**src/rtl/raw_stream_source.sv**
```systemverilog
// raw_stream_source
// Input-side streaming buffer for a generated app's raw-input port. A producer
// pushes words over a valid/ready handshake into a small circular FIFO. The
// head word is presented show-ahead to the app, which consumes it by pulsing
// raw_oc_raw_update_0_read_en.
//
// Optional feature: define RAW_STREAM_SOURCE_UNDERFLOW_CHECK_EN to enable the
// sticky underflow flag and its simulation message. Without the macro,
// underflow is tied low.
//
// Ports:
//   clk, rst                       clock, asynchronous active-high reset
//   flush                          synchronous clear (beats push and pop)
//   in_valid, in_data, in_ready    producer handshake
//   raw_oc_raw_update_0_read_en    app consumes the head word
//   raw_oc_raw_update_0_read[0]    head word, or the last consumed word when empty
//   raw_avail                      head word is valid
//   level                          occupancy, 0..DEPTH
//   pop_count                      successful pops since reset/flush (wraps)
//   underflow                      sticky read-while-empty flag
module raw_stream_source #(
  parameter int WIDTH = 16,
  parameter int DEPTH = 8
) (
  input  logic                     clk,
  input  logic                     rst,
  input  logic                     flush,
  input  logic                     in_valid,
  input  logic [WIDTH-1:0]         in_data,
  output logic                     in_ready,
  input  logic                     raw_oc_raw_update_0_read_en,
  output logic [WIDTH-1:0]         raw_oc_raw_update_0_read [0:0],
  output logic                     raw_avail,
  output logic [$clog2(DEPTH):0]   level,
  output logic [31:0]              pop_count,
  output logic                     underflow
);

  localparam int PW = $clog2(DEPTH);
  localparam int LW = PW + 1;

  logic [WIDTH-1:0] mem [DEPTH];
  logic [PW-1:0]    wp;
  logic [PW-1:0]    rp;
  logic [WIDTH-1:0] last;
  logic             push;
  logic             pop;
  logic             empty;

  // Handshake and pop qualification look only at registered state, so there
  // is no combinational path from any input to any output.
  assign empty     = (level == '0);
  assign in_ready  = (level < LW'(DEPTH));
  assign raw_avail = !empty;
  assign push      = in_valid && in_ready;
  assign pop       = raw_oc_raw_update_0_read_en && !empty;

  // Show-ahead head word; when drained, hold the most recently consumed word.
  always_comb begin
    raw_oc_raw_update_0_read[0] = empty ? last : mem[rp];
  end

  // Control state: pointers, occupancy, pop counter and the held output word.
  always_ff @(posedge clk or posedge rst) begin
    if (rst) begin
      wp        <= '0;
      rp        <= '0;
      level     <= '0;
      pop_count <= '0;
      last      <= '0;
    end else if (flush) begin
      wp        <= '0;
      rp        <= '0;
      level     <= '0;
      pop_count <= '0;
      last      <= '0;
    end else begin
      if (push) begin
        wp <= wp + 1'b1;
      end
      if (pop) begin
        rp        <= rp + 1'b1;
        pop_count <= pop_count + 32'd1;
        last      <= mem[rp];
      end
      // Simultaneous push and pop leaves the occupancy unchanged.
      case ({push, pop})
        2'b10:   level <= level + 1'b1;
        2'b01:   level <= level - 1'b1;
        default: level <= level;
      endcase
    end
  end

  // Storage array carries no reset; its contents are don't-care after a clear.
  always_ff @(posedge clk) begin
    if (push && !flush) begin
      mem[wp] <= in_data;
    end
  end

`ifdef RAW_STREAM_SOURCE_UNDERFLOW_CHECK_EN
  always_ff @(posedge clk or posedge rst) begin
    if (rst) begin
      underflow <= 1'b0;
    end else if (flush) begin
      underflow <= 1'b0;
    end else if (raw_oc_raw_update_0_read_en && empty) begin
      underflow <= 1'b1;
    end
  end

`ifndef SYNTHESIS
  always @(posedge clk) begin
    if (!rst && !flush && raw_oc_raw_update_0_read_en && empty) begin
      $error("raw_stream_source: read while empty");
    end
  end
`endif
`else
  assign underflow = 1'b0;
`endif

endmodule

```
**config.mk**
```make
export PLATFORM = sky130hd
export DESIGN_NAME = raw_stream_source
export DESIGN_NICKNAME = d
export VERILOG_FILES = /design/src/rtl/raw_stream_source.sv
export SDC_FILE = /design/constraint.sdc
export NUM_CORES = 1
export LEC_CHECK = 0
export CORE_ASPECT_RATIO = 1.75
export CORE_MARGIN = 10
export CORE_UTILIZATION = 40
export DETAILED_ROUTE_END_ITERATION = 8
export PLACE_DENSITY = 0.55
export RECOVER_POWER = 100
export SLEW_MARGIN = 20
export SYNTH_ARGS = -nofsm -noshare
export SYNTH_HDL_FRONTEND = slang
export SYNTH_SLANG_ARGS = --single-unit
```
**constraint.sdc**
```tcl
create_clock -name clk -period 6.2 [get_ports clk]
set_input_delay 1.24 -clock clk [delete_from_list [all_inputs] [get_ports clk]]
set_output_delay 1.24 -clock clk [all_outputs]
set_load 0.05 [all_outputs]
```
== After elaboration in Yosys (flattened, before gate mapping) ==
Memory sizes are Yosys's and may differ from the RTL's.
Cells that the tools add are included.
Word-level totals
  memories: 1
  register bits: 58
  RAM bits: 128
  word-level logic and storage cells: 36
Memory list
  mem: words 8, bits a word 16, rd ports 1, clocked after Yosys merged registers in 0, wr ports 1, line 42  | logic [WIDTH-1:0] mem [DEPTH];
Operators by class
  add/sub/neg operators: 5
  reduce and logical (&&, ||, !) cells: 9
  order comparisons: 1
  equality and inequality tests: 2
  multiplexer cells: 13
Operators with widths (count)
  two-way mux 32 bit: 2
  two-way mux 16 bit: 3
  adder 32 x 1 -> 32 bit (second input constant): 1
  two-way mux 3 bit: 4
  one-hot mux 4 bit (2 select lines): 1
  adder 3 x 1 -> 3 bit (second input constant): 2
  adder 4 x 1 -> 4 bit (second input constant): 1
  logical NOT 4 bit: 1
  less-than comparator 4 bit (second input constant): 1
  two-way mux 4 bit: 1
  nonzero test 2 bit: 2
  subtractor 4 x 1 -> 4 bit (second input constant): 1
  logical AND 1 bit: 3
  nonzero test 3 bit: 1
  == test 2 x 1 -> 1 bit (second input constant): 1
  == test 2 bit (second input constant): 1
  logical NOT 1 bit: 2
  two-way mux 1 bit: 2

== Longest topological paths before layout ==
  depth after elaboration: 6
  gate-level depth with buffers: 10
  gate-level depth less buffers: 9

== Least setup slack after synthesis ==
No wires, ideal clock.
  path kind: register -> output
  start: register level[0]
  end: output raw_oc_raw_update_0_read[10] in the netlist's numbering
  path buffers: 2
  setup slack: 2.380 ns
  data required time: 4.960 ns
  arrival: 2.580 ns
  stages on the path, launching flop included: 5
  cells stage by stage: dfrtp_1 -> or4_1 -> buf_2 -> clkbuf_1 -> a21oi_1
RTL lines
  start, declared: line 34  | output logic [$clog2(DEPTH):0] level,
  start signal, assigned: line 88  | 2'b10: level <= level + 1'b1;
  start signal, assigned: line 89  | 2'b01: level <= level - 1'b1;
  start signal, assigned: line 90  | default: level <= level;
  end, declared: line 32  | output logic [WIDTH-1:0] raw_oc_raw_update_0_read [0:0],

== Worst setup path after layout ==
  start: input raw_oc_raw_update_0_read_en
  end: register pop_count[24]
On the way
  longest elaborated chain between the ends: 2
Ends and longest elaborated chain
  start, declared: line 31  | input logic raw_oc_raw_update_0_read_en,
  logical AND 1 bit: line 56  | assign pop = raw_oc_raw_update_0_read_en && !empty;
  nonzero test 2 bit (no line)
  end signal, assigned: line 83  | pop_count <= pop_count + 32'd1;
  end, declared: line 35  | output logic [31:0] pop_count,
No other way between the ends.
A chain may end at the register's enable or synchronous reset.

==> results.toml <==
[clocking]
worst_skew_pair.late_latency_ns = 0.42
cts_hold_buf = 0
cts_buffer_depth = 2
root_buffer = "clkbuf_16"
cts.sinks = 186
cts_setup_buffers = 0
post_cts_resized = 0
htree_levels = 4
cts_made_buffers = 17
clk_pin_slew_worst_paths_ns = 0.07
cts_tree = "built"

[drt]
maxUsedRoutingLayer = "met4"
via_per_inst = 5.32
drc = 0
finalWirelength_um = 18100
met3RoutedLength_um = 888
antenna_left = 0
drt-met1-wl_um = 7410
wl_met2_um = 9560
wl_per_cell_um = 21.1
drtIter0Drc = 218
drt_pass1_iterations = 4
vias = 4571

[worst_hold_path]
hold-path-cell-count = 2
worstHoldPathType = "register to register"

[setup_path]
cp_max_fo = 48
start_kind = "input port"
worstPathCellList = "dlygate4sd3_1 > o41a_2 > clkbuf_1 > nand4_1 > nor2_1 > a21oi_1 > a31o_1"
crit_slowest_cell = "clkbuf_1"
cpPeakStageDelay_ns = 1.69
path_class = "input port to register"
cp_num_cells = 7
worstPathArrival_ns = 5.31
ff2ff_path_depth = 6
endpoint_kind = "register"
r2r_slack_ns = 2.19
critPathTopFamily = "buffers and inverters"
cp_num_buf_inv = 2
required_ns = 6.52

[place]
dpl_cell_area_um2 = 8890
portBuffers = 74
place.gp.congestion = 0.753
place_inst = 827
dp_hpwl_um = 11500

[logic_synthesis]
syn-num-nets = 552
synth_compound_area_frac = 0.0503
yosysTopAreaCell = "edfxtp_1"
synth_edf_count = 128
ys.flop_type = "edfxtp_1"
synth-simple-area-share = 0.0991
synthTopCellsByArea = "edfxtp_1 49%, dfrtp_1 18%, mux4_2 9.1%"
synth_xor_area_frac = 0.0334
netlist_instances = 526
synth-adder-area-share = 0.00791
synth_cell_types = 40
synth_top_family_by_area = "multiplexers"
synth_area_per_cell_um2 = 15.0
synth_top_area_frac = 0.486
synthArstFlopShare = 0.312
synth.area.mux_share = 0.114
seq_area_frac_synth = 0.670
ys_ff_latch = 186
ys_warn_count = 0
syn_area_um2 = 7910

[global_route]
grt_pass1_wl_um = 28700
globalRoute.totalOverflow = 0
grt_pass1_vias = 4799
grt_usage = 0.144
grt_max_degree = 59
grt_antenna_before_repair = 0

[timing]
finalCritPeriodShare = 0.805
tightest_slew_ns = 3.01
finalSetupViolCount = 0
slew_headroom = -1.02
fin_hold_ws_ns = 0.556
hold_violations = 0
skew_ns = 0.00999
slew_viol_final = 118
fmaxAchievable_ghz = 0.200
fin_crit_ns = 4.99
rsz0062_at_grt = "false"
fin_tns_setup_ns = 0

[layout]
syn_to_final_growth_pct = 18.1
area.sequential_um2 = 5300
fin_nets = 627
final_cell_mix = "128 x edfxtp_1, 72 x dlygate4sd3_1, 71 x nor2_1"
diodes = 0
stdcell_area_um2 = 9330
nFillCells = 1748
drive_above_1_share = 0.103
layout_commonest_cell = "edfxtp_1"
multi_input_area_um2 = 2340
final_cell_count_no_fill = 859

[floorplanning]
chipWidth_um = 126
rows = 68
core_um2 = 19600
start_util = 0.404
dieHeight_um = 206
pin_count = 76
die_area_um2 = 26000

[power]
peakVddDrop_v = 0.000310
pwr_density_cell_nw_per_um2 = 401
p_leak_nw = 3.29

[outcome]
status = "finished, violations left"
violations = "max-capacitance violations, max-slew violations"

[flow_run]
maxCapViolCount = 4
where the power goes:
| part | switching (mW) | internal, mW |
|---|---|---|
| Sequential | 0.0856 | 1.42 |
| Combinational | 0.791 | 0.389 |
| Clock | 0.424 | 0.633 |
layer usage:
layer / GRT usage / up-vias
li1: - / 2132
met1: 0.165 / 2317
met4: 0.0514 / 0
met5: 0 / -
met3: 0.0388 / 20
met2: 0.251 / 102
Yosys cell counts, types with 9 or more instances:
library cell	instances
a211oi_1	16
mux2i_1	18
or3_1	9
xor2_1	9
edfxtp_1	128
a21oi_1	31
nand2_1	24
nor2_1	71
nor3_1	10
clkbuf_1	10
mux4_2	32
dfrtp_1	58
xnor2_1	18
o21ai_0	9
through the flow:
step	util	setup WS [ns]	power, mW
3_5_place_dp	0.454	2.03	2.78
6_report	0.477	1.21	3.74
5_1_grt	0.477	0.915	3.93
3_3_place_gp	0.454	2.03	2.77
4_1_cts	0.483	1.57	3.85
2_1_floorplan	-	2.38	2.39
worst register-to-register path: cells and delay by family (launching register included):
kind                   cells  cell delay [ns]
AOI/OAI and AO/OA          3             0.49
buffers and inverters      1             1.69
DFF                        1             0.49
and+or+nand+nor            2             1.24
kinds of logic after synthesis:
logic type                 count (synthesis)
and+or+nand+nor                          155
muxes                                     50
other                                      1
adders and majority gates                  5
xor gates and xnor gates                  28
DFF                                      186
buffers and inverters                     37
AOI/OAI and AO/OA                         64
cell type report:
class	instances	share of cell area
Clock inverter	5	0.0106
Inverter	7	0.00282
Timing Repair Buffer	86	0.0857
Sequential cell	186	0.567
Tap cell	245	0.0328
Clock buffer	27	0.0496
Multi-Input combinational cell	303	0.251
worst paths after layout:
kind,start,end
setup reg to reg,level[1],pop_count[24]
hold / removal,pop_count[31],pop_count[31]
setup / recovery,raw_oc_raw_update_0_read_en,pop_count[24]
hold reg to reg,pop_count[31],pop_count[31]
min in group asynchronous,rst,last[9]
max in group asynchronous,rst,rp[0]
sequential cells by signal, indices dropped and copies added, names as in the netlist:
name	cells
rp	3
mem	128
level	4
pop_count	32
last	16
wp	3
Power figures use the tool's default switching activity.
